File: src/rtl/temporizador_preemptivo.sv
// Preemption timer: counts a per-context quantum and, on expiry or a forced request,
// pauses fetch while a programmable instruction stub is fed to the core.
module temporizador_preemptivo #(
  parameter int                DATA_W          = 32,
  parameter int                CTX_W           = 32,
  parameter int                QUANTUM_W       = 16,
  parameter int                DEFAULT_QUANTUM = 300,
  parameter int                NUM_CTX         = 4,
  parameter int                STUB_DEPTH      = 8,
  parameter logic [DATA_W-1:0] NOP_INSTR       = 32'hA000_0000
) (
  input  logic                 clk,
  input  logic                 rst,
  input  logic [CTX_W-1:0]     contexto,
  input  logic [DATA_W-1:0]    end_pc,
  input  logic                 enable,
  input  logic                 force_switch,
  input  logic                 fetch_ack,
  input  logic                 cfg_we,
  input  logic [1:0]           cfg_sel,
  input  logic [7:0]           cfg_addr,
  input  logic [DATA_W-1:0]    cfg_data,
  output logic [DATA_W-1:0]    saida_instrucao,
  output logic                 flag_pausa,
  output logic [DATA_W-1:0]    saved_pc,
  output logic [QUANTUM_W-1:0] quantum_left,
  output logic [15:0]          switch_count
);

  localparam int CTX_IDX_W = (NUM_CTX > 1) ? $clog2(NUM_CTX) : 1;
  localparam int SIDX_W    = (STUB_DEPTH > 1) ? $clog2(STUB_DEPTH) : 1;
  localparam int LEN_W     = SIDX_W + 1;

  localparam logic [0:0] ST_RUN   = 1'b0;
  localparam logic [0:0] ST_PAUSE = 1'b1;

  localparam logic [CTX_W-1:0]  NUM_CTX_C    = CTX_W'(NUM_CTX);
  localparam logic [7:0]        NUM_CTX_A    = 8'(NUM_CTX);
  localparam logic [7:0]        STUB_DEPTH_A = 8'(STUB_DEPTH);
  localparam logic [DATA_W-1:0] STUB_DEPTH_D = DATA_W'(STUB_DEPTH);

  logic [0:0]           state_reg, state_next;
  logic [QUANTUM_W-1:0] counter_reg, counter_next;
  logic [SIDX_W-1:0]    idx_reg, idx_next;
  logic [LEN_W-1:0]     len_reg;
  logic [CTX_W-1:0]     ctx_prev_reg;
  logic [DATA_W-1:0]    saved_pc_reg, saved_pc_next;
  logic [15:0]          switch_count_reg, switch_count_next;

  logic [QUANTUM_W-1:0] quantum_reg [NUM_CTX];
  logic [DATA_W-1:0]    stub_reg    [STUB_DEPTH];

  logic [CTX_IDX_W-1:0] ctx_idx;
  logic [CTX_IDX_W-1:0] cfg_q_idx;
  logic [SIDX_W-1:0]    cfg_s_idx;
  logic [QUANTUM_W-1:0] q_cur;
  logic                 ctx_active;
  logic                 ctx_changed;
  logic                 counting;
  logic                 expiry;
  logic                 switch_now;
  logic                 stub_last;
  logic                 quantum_we;
  logic                 stub_we;
  logic                 len_we;
  logic [LEN_W-1:0]     len_clamped;
  logic [NUM_CTX-1:0]   quantum_hit;
  logic [STUB_DEPTH-1:0] stub_hit;

  // ---------------------------------------------------------------- decode
  assign ctx_idx     = CTX_IDX_W'(contexto % NUM_CTX_C);
  assign cfg_q_idx   = CTX_IDX_W'(cfg_addr % NUM_CTX_A);
  assign cfg_s_idx   = SIDX_W'(cfg_addr % STUB_DEPTH_A);
  assign q_cur       = quantum_reg[ctx_idx];
  assign ctx_active  = (contexto != '0);
  assign ctx_changed = (contexto != ctx_prev_reg);
  assign counting    = enable && ctx_active;

  // Extra bit on the compare so counter+1 never wraps below the quantum.
  assign expiry = counting && !ctx_changed && (q_cur != '0) &&
                  (({1'b0, counter_reg} + {{QUANTUM_W{1'b0}}, 1'b1}) >= {1'b0, q_cur});

  assign switch_now = (state_reg == ST_RUN) && (expiry || (force_switch && ctx_active));
  assign stub_last  = ({1'b0, idx_reg} == (len_reg - LEN_W'(1)));

  // Stub contents and length are frozen while a stub is being emitted.
  assign quantum_we = cfg_we && (cfg_sel == 2'd0);
  assign stub_we    = cfg_we && (cfg_sel == 2'd1) && (state_reg == ST_RUN);
  assign len_we     = cfg_we && (cfg_sel == 2'd2) && (state_reg == ST_RUN);

  always_comb begin
    len_clamped = LEN_W'(cfg_data);
    if (cfg_data == '0) begin
      len_clamped = LEN_W'(1);
    end else if (cfg_data > STUB_DEPTH_D) begin
      len_clamped = LEN_W'(STUB_DEPTH);
    end
  end

  genvar gi;
  generate
    for (gi = 0; gi < NUM_CTX; gi++) begin : g_quantum_hit
      assign quantum_hit[gi] = quantum_we && (cfg_q_idx == CTX_IDX_W'(gi));
    end
    for (gi = 0; gi < STUB_DEPTH; gi++) begin : g_stub_hit
      assign stub_hit[gi] = stub_we && (cfg_s_idx == SIDX_W'(gi));
    end
  endgenerate

  // ------------------------------------------------------------ next state
  always_comb begin
    state_next        = state_reg;
    counter_next      = counter_reg;
    idx_next          = idx_reg;
    saved_pc_next     = saved_pc_reg;
    switch_count_next = switch_count_reg;
    case (state_reg)
      ST_RUN: begin
        if (switch_now) begin
          state_next    = ST_PAUSE;
          idx_next      = '0;
          counter_next  = '0;
          saved_pc_next = end_pc;
        end else if (ctx_changed) begin
          counter_next = '0;
        end else if (counting) begin
          counter_next = counter_reg + QUANTUM_W'(1);
        end
      end
      default: begin
        if (fetch_ack) begin
          if (stub_last) begin
            state_next        = ST_RUN;
            idx_next          = '0;
            counter_next      = '0;
            switch_count_next = switch_count_reg + 16'd1;
          end else begin
            idx_next = idx_reg + SIDX_W'(1);
          end
        end
      end
    endcase
  end

  // -------------------------------------------------------------- registers
  always_ff @(posedge clk or posedge rst) begin
    if (rst) begin
      state_reg        <= ST_RUN;
      counter_reg      <= '0;
      idx_reg          <= '0;
      ctx_prev_reg     <= '0;
      saved_pc_reg     <= '0;
      switch_count_reg <= '0;
    end else begin
      state_reg        <= state_next;
      counter_reg      <= counter_next;
      idx_reg          <= idx_next;
      ctx_prev_reg     <= contexto;
      saved_pc_reg     <= saved_pc_next;
      switch_count_reg <= switch_count_next;
    end
  end

  always_ff @(posedge clk or posedge rst) begin
    if (rst) begin
      for (int i = 0; i < NUM_CTX; i++) begin
        quantum_reg[i] <= QUANTUM_W'(DEFAULT_QUANTUM);
      end
    end else begin
      for (int i = 0; i < NUM_CTX; i++) begin
        if (quantum_hit[i]) begin
          quantum_reg[i] <= cfg_data[QUANTUM_W-1:0];
        end
      end
    end
  end

  always_ff @(posedge clk or posedge rst) begin
    if (rst) begin
      len_reg <= LEN_W'(1);
      for (int i = 0; i < STUB_DEPTH; i++) begin
        stub_reg[i] <= NOP_INSTR;
      end
    end else begin
      if (len_we) begin
        len_reg <= len_clamped;
      end
      for (int i = 0; i < STUB_DEPTH; i++) begin
        if (stub_hit[i]) begin
          stub_reg[i] <= cfg_data;
        end
      end
    end
  end

  // ---------------------------------------------------------------- outputs
  assign flag_pausa      = (state_reg == ST_PAUSE);
  assign saida_instrucao = (state_reg == ST_PAUSE) ? stub_reg[idx_reg] : NOP_INSTR;
  assign quantum_left    = (state_reg == ST_PAUSE) ? '0 : (q_cur - counter_reg);
  assign saved_pc        = saved_pc_reg;
  assign switch_count    = switch_count_reg;

endmodule

File: config.mk
export PLATFORM = sky130hd
export DESIGN_NAME = temporizador_preemptivo
export DESIGN_NICKNAME = d
export VERILOG_FILES = /design/src/rtl/temporizador_preemptivo.sv
export SDC_FILE = /design/constraint.sdc
export NUM_CORES = 1
export LEC_CHECK = 0
export BUFFER_PORTS_ARGS = -buffer_cell sky130_fd_sc_hd__buf_2
export CAP_MARGIN = 10
export CORE_MARGIN = 8
export CORE_UTILIZATION = 59
export CTS_BUF_LIST = sky130_fd_sc_hd__clkbuf_16
export CTS_CLUSTER_DIAMETER = 40
export DETAILED_ROUTE_END_ITERATION = 8
export PLACE_DENSITY = 0.79
export SYNTH_ARGS = -nofsm -noshare
export SYNTH_HDL_FRONTEND = slang
export SYNTH_SLANG_ARGS = --single-unit
File: constraint.sdc
create_clock -name clk -period 21.1 [get_ports clk]
set_input_delay 4.22 -clock clk [delete_from_list [all_inputs] [get_ports clk]]
set_output_delay 4.22 -clock clk [all_outputs]
set_load 0.05 [all_outputs]
## Word level (Yosys, flattened, before mapping)

Cells that the tools add are included.

- Register bits: 424
- Bits of input ports: 112
- Word-level logic and storage cells: 109
- Output and inout port bits: 97

- Bitwise gates (word level): 3
- Reductions and logical operators: 37
- Equality and inequality tests: 16
- $add $sub $neg: 6
- Mux-type cells: 24
- Order comparisons: 4

Operators by type and width:

| kind | number |
|---|---|
| 2-to-1 mux 16 bit | 9 |
| binary-select mux 32 bit (select 3 bit) | 1 |
| 2-to-1 mux 32 bit | 3 |
| adder 16 x 1 -> 16 bit (second input constant) | 2 |
| binary-select mux 16 bit (select 2 bit) | 1 |
| > comparator 32 x 4 -> 1 bit (second input constant) | 1 |
| zero test 32 bit | 1 |
| != test 32 bit | 1 |
| nonzero test 32 bit | 1 |
| logical AND 1 bit | 23 |
| adder 16 x 1 -> 17 bit (second input constant) | 1 |
| >= comparator 17 x 16 -> 1 bit | 1 |
| nonzero test 16 bit | 1 |
| subtractor 16 bit | 1 |
| == test 3 bit (second input constant) | 4 |
| 2-to-1 mux 3 bit | 4 |
| 2-to-1 mux 4 bit | 2 |
| == test 2 bit (second input constant) | 3 |
| == test 3 x 2 -> 1 bit (second input constant) | 2 |
| AND reduction 3 bit | 2 |
| == test 2 x 1 -> 1 bit (second input constant) | 2 |
| == test 3 x 4 -> 1 bit | 1 |
| >= comparator 4 bit (second input constant) | 1 |
| zero test 2 bit | 2 |
| other kinds (16) | 20 |

## Depth between registers and ports, before layout

- Depth after elaboration: 11
- Mapped depth: 14
- Mapped depth without buffers: 13

## Least setup slack after synthesis

Ideal clock, no wire load.

- Path kind: input to output
- Start point: input contexto[0]
- End point: output quantum_left[15]
- Arrival: 7354 ps
- Setup slack: 9526 ps
- Data required time: 16880 ps
- Stages: 10
- Buffers on the path: 2
- Cell sequence: buf_6 -> buf_6 -> mux4_2 -> ha_1 -> nand3_1 -> o2111ai_1 -> nand3_1 -> a311o_1 -> nand3_1 -> nor3b_1

- Word-level cells in the longest chain between the ends: 6

Ends and longest elaborated chain:

| element | RTL line | text |
|---|---|---|
| start, declared | 14 | `input logic [CTX_W-1:0] contexto,` |
| inverter 2 -> 3 bit (not written as such) | 74 | `assign q_cur = quantum_reg[ctx_idx];` |
| binary-select mux 16 bit (select 2 bit) | 74 |  |
| 2-to-1 mux 16 bit (not written as such) (2 in a row) | 74 |  |
| subtractor 16 bit | 199 | `assign quantum_left = (state_reg == ST_PAUSE) ? '0 : (q_cur - counter_reg);` |
| 2-to-1 mux 16 bit | 199 |  |
| end, declared | 26 | `output logic [QUANTUM_W-1:0] quantum_left,` |

Every way passes these cells. The select of a mux whose other input is x is not followed.

## Final worst setup path

- Start point: input contexto[0]
- End point: output quantum_left[14]

Same word-level chain as after synthesis.

==> key figures <==
Power
  – P_sw: 0.9290 mW
  – Switching Share: 0.3310
  – Power, Total: 2.807 mW
  – Cell Pwr Density: 119.2 nW/um^2
  – Comb power frac: 0.293
  – Cell internal pwr: 1.878 mW
  – Peak supply drop: 0.0001036 V
  – Reg power frac: 0.377
  – Lkg Pwr: 11.14 nW
  – Clock power frac: 0.331

Final layout
  – Final Instance Area: 23550 sq um
  – Post-route insts no fill: 2118
  – Share of layout cells above drive strength 1: 0.4765
  – Max FFs per register: 256
  – Layout area overhead: 15.94%
  – Net count, final: 1767
  – Fillers: 2421

Logic synthesis
  – Largest family of logic cells by synthesized area: multiplexers
  – Synth Register Bits: 424
  – Avg Cell Area, Syn: 14.24 sq um
  – Synth Area in Compound Gates: 0.02741
  – Post-synthesis sequential area ratio: 0.5245
  – Post-synth ARST share: 1.000
  – Yosys top cell area share: 0.4818
  – Top_reg_cell synth: dfrtp_1
  – Mux cell area share after synthesis: 0.3067
  – Synth Area in Adders: 0.02255
  – Yosys warns: 0
  – Post-Syn Area: 20310 sq um
  – Post-synth top area cell: dfrtp_1
  – Cell count after synthesis: 1426
  – Yosys cell types: 55
  – Post-Synth XOR/XNOR Area: 0.03407
  – Synth area leaders: dfrtp_1, mux2_2, mux4_2
  – EDFF count, synth: 0
  – Syn nets: 1574
  – Area share of and/or/nand/nor cells after synthesis: 0.05927

Clock network
  – Clk sinks: 424
  – Number of buffers created by CTS: 52
  – Worst-skew pair later-pin latency: 0.56 ns
  – Resized cells post-CTS: 0
  – Clk pin slew, worst setup/hold paths: 0.06 ns
  – Clock root buffer: clkbuf_16
  – CTS Buffer Depth: 3
  – CTS hold repair buffers: 0
  – TritonCTS clock tree: done
  – H-Tree Depth: 2
  – Postcts setup bufs: 0

Global route
  – Number of global-route vias before repair: 13750
  – Total Routing Usage GR: 0.2321
  – Initial antenna violation count: 5
  – GR Overflow Total: 0
  – Global-route wire length before repair: 76440 um
  – Largest net degree at the start of global routing: 138

Placement
  – Hpwl dp: 30350 um
  – I/O Buffers: 203
  – Placed Area: 21730 sq um
  – GPL Wtd Cong: 0.8755
  – Inst Count DP: 2020

Drt
  – Wire length per cell: 22.19 um
  – First DRT Iteration DRCs: 622
  – Drt pass-1 iters: 5
  – Vias: 12708
  – Drt via density: 6.000
  – Drt total wl: 46990 um
  – # DRC: 0
  – Remaining antenna violation count: 0

STA
  – Final hold violations: 0
  – Max-slew violations: 0
  – RSZ-0062 raised after global routing: false
  – Rel. slew slack: 0.2742
  – Clk_skew: 0.01593 ns
  – Hold_ws: 0.4711 ns
  – Total negative slack: 0 ns
  – Fin crit period: 11.81 ns
  – Transition time of the tightest slew-check pin: 1.083 ns
  – Final setup vio count: 0
  – Fin crit share: 0.5595
  – Max Freq: 0.08470 GHz

Worst setup path
  – Crit. End Element: primary output
  – Critical Path RT: 16.88 ns
  – CP max FO: 19
  – Reg2reg path depth: 13
  – WS Path Type: input port to primary output
  – Critical Path Start: contexto[0]
  – CP arrival: 7.59 ns
  – Reg2reg start: counter_reg[2]
  – Reg-to-reg endpoint: saved_pc[27]
  – Worst reg2reg setup slack: 16.52 ns
  – Startpoint Class: input port

Die
  – Starting Density: 0.5938
  – Chip width: 201.5 um
  – Site Rows: 68
  – Core area: 34200 sq um
  – Die height: 201.5 um
  – Die area: 40620 sq um
  – IO Count: 209

Min path
  – Hold Path Cell Cnt: 1
  – Worst Hold End: switch_count[15]
  – Hold_sp: switch_count[15]
  – Worst Hold Class: flip-flop to flip-flop

Status
  – Status: finished clean

Run
  – Max-cap violation count: 0
-- critical path, cell delays in order --
cell	delay (ns)
buf_2	0.50
mux4_2	0.63
inv_1	0.08
ha_1	0.15
inv_1	0.06
fa_1	0.41
a21o_1	0.17
a21oi_1	0.27
o211ai_1	0.20
a31oi_1	0.26
a21oi_1	0.13
xnor2_1	0.14
nor2_1	0.08
buf_2	0.27
-- Yosys cell counts, types with 3 or more instances --
cell / instances
dfrtp_1: 391
mux2_2: 327
mux4_2: 80
xnor2_1: 56
clkbuf_1: 49
inv_1: 43
nor2b_1: 36
ha_1: 35
mux2i_1: 34
dfstp_2: 33
nor2_1: 31
nand2_1: 30
mux2_4: 27
nand3_1: 25
nor4_1: 24
buf_1: 23
xor2_1: 23
nand4_1: 22
nor3_1: 16
a21oi_1: 15
a22o_1: 12
a21o_1: 10
a31oi_1: 8
o21ai_0: 8
and3_1: 7
o211ai_1: 7
buf_2: 6
buf_6: 5
nor3b_1: 4
o21a_1: 4
and2_1: 3
nor3_2: 3
o31ai_1: 3
-- routing by layer --
| layer | vias up | routed length (um) | global-route usage |
|---|---|---|---|
| li1 | 5615 | - | - |
| met1 | 6649 | 19880 | 0.3064 |
| met2 | 346 | 23070 | 0.3820 |
| met3 | 92 | 2739 | 0.04857 |
| met4 | 6 | 1259 | 0.07383 |
| met5 | - | 35 | 0 |
-- power groups by stage --
stage | sequential, mW | clock [mW] | combinational [mW]
after floorplan | 1.14 | 0 | 0.552
after global placement | 1.06 | 0 | 0.809
after detailed placement | 1.07 | 0 | 0.825
after CTS | 1.06 | 0.944 | 0.831
after global routing | 1.08 | 0.977 | 0.879
final | 1.06 | 0.928 | 0.822
-- layout make-up --
type / instances / area, sq um / share of cell area
Tap cell: 455 / 569.3 / 0.02418
Timing Repair Buffer: 222 / 1159 / 0.04921
Inverter: 43 / 168.9 / 0.007174
Clock buffer: 53 / 1326 / 0.05633
Clock inverter: 42 / 486.7 / 0.02067
Multi-Input combinational cell: 876 / 9170 / 0.3894
Antenna cell: 3 / 7.507 / 0.0003188
Sequential cell: 424 / 10660 / 0.4527
-- worst max path at each step --
stage | end | slack (ns)
5_1_grt | quantum_left[12] | 9.04
6_report | quantum_left[14] | 9.29
3_3_place_gp | quantum_left[12] | 9.35
3_5_place_dp | quantum_left[14] | 9.28
4_1_cts | quantum_left[14] | 9.27
2_1_floorplan | counter_reg[0] | 5.13
-- cell families (layout without fill, tap and decap cells) --
kind of cell,count (synthesis),count (layout)
DFF,424,424
adders and majority gates,36,36
muxes,468,468
AOI/OAI and AO/OA,76,76
buffers and inverters,126,360
and+or+nand+nor,217,217
other,0,3
xor gates and xnor gates,79,79
-- cells in the final DEF (no fill, tap or decap), types with 12 or more instances in the layout --
cell type	Yosys	layout
nor3_1	16	15
xnor2_1	56	56
dfrtp_1	391	387
mux2_4	27	27
nand2_1	30	29
inv_1	43	51
nand4_1	22	22
ha_1	35	35
clkbuf_16	0	53
xor2_1	23	23
mux2i_1	34	34
a22o_1	12	12
a21oi_1	15	15
nor2_1	31	30
dfstp_2	33	33
nor2b_1	36	36
buf_2	6	203
nand3_1	25	24
mux2_2	327	327
mux4_2	80	80
nor4_1	24	24
buf_4	0	19
-- stage by stage --
stage / worst slack (ns) / util
6_report: 9.294 / 0.6884
5_1_grt: 9.039 / 0.6884
4_1_cts: 9.269 / 0.6882
3_5_place_dp: 9.280 / 0.6352
3_3_place_gp: 9.347 / 0.6352
2_1_floorplan: 5.130 / -
(Power assumes the default switching activity.)
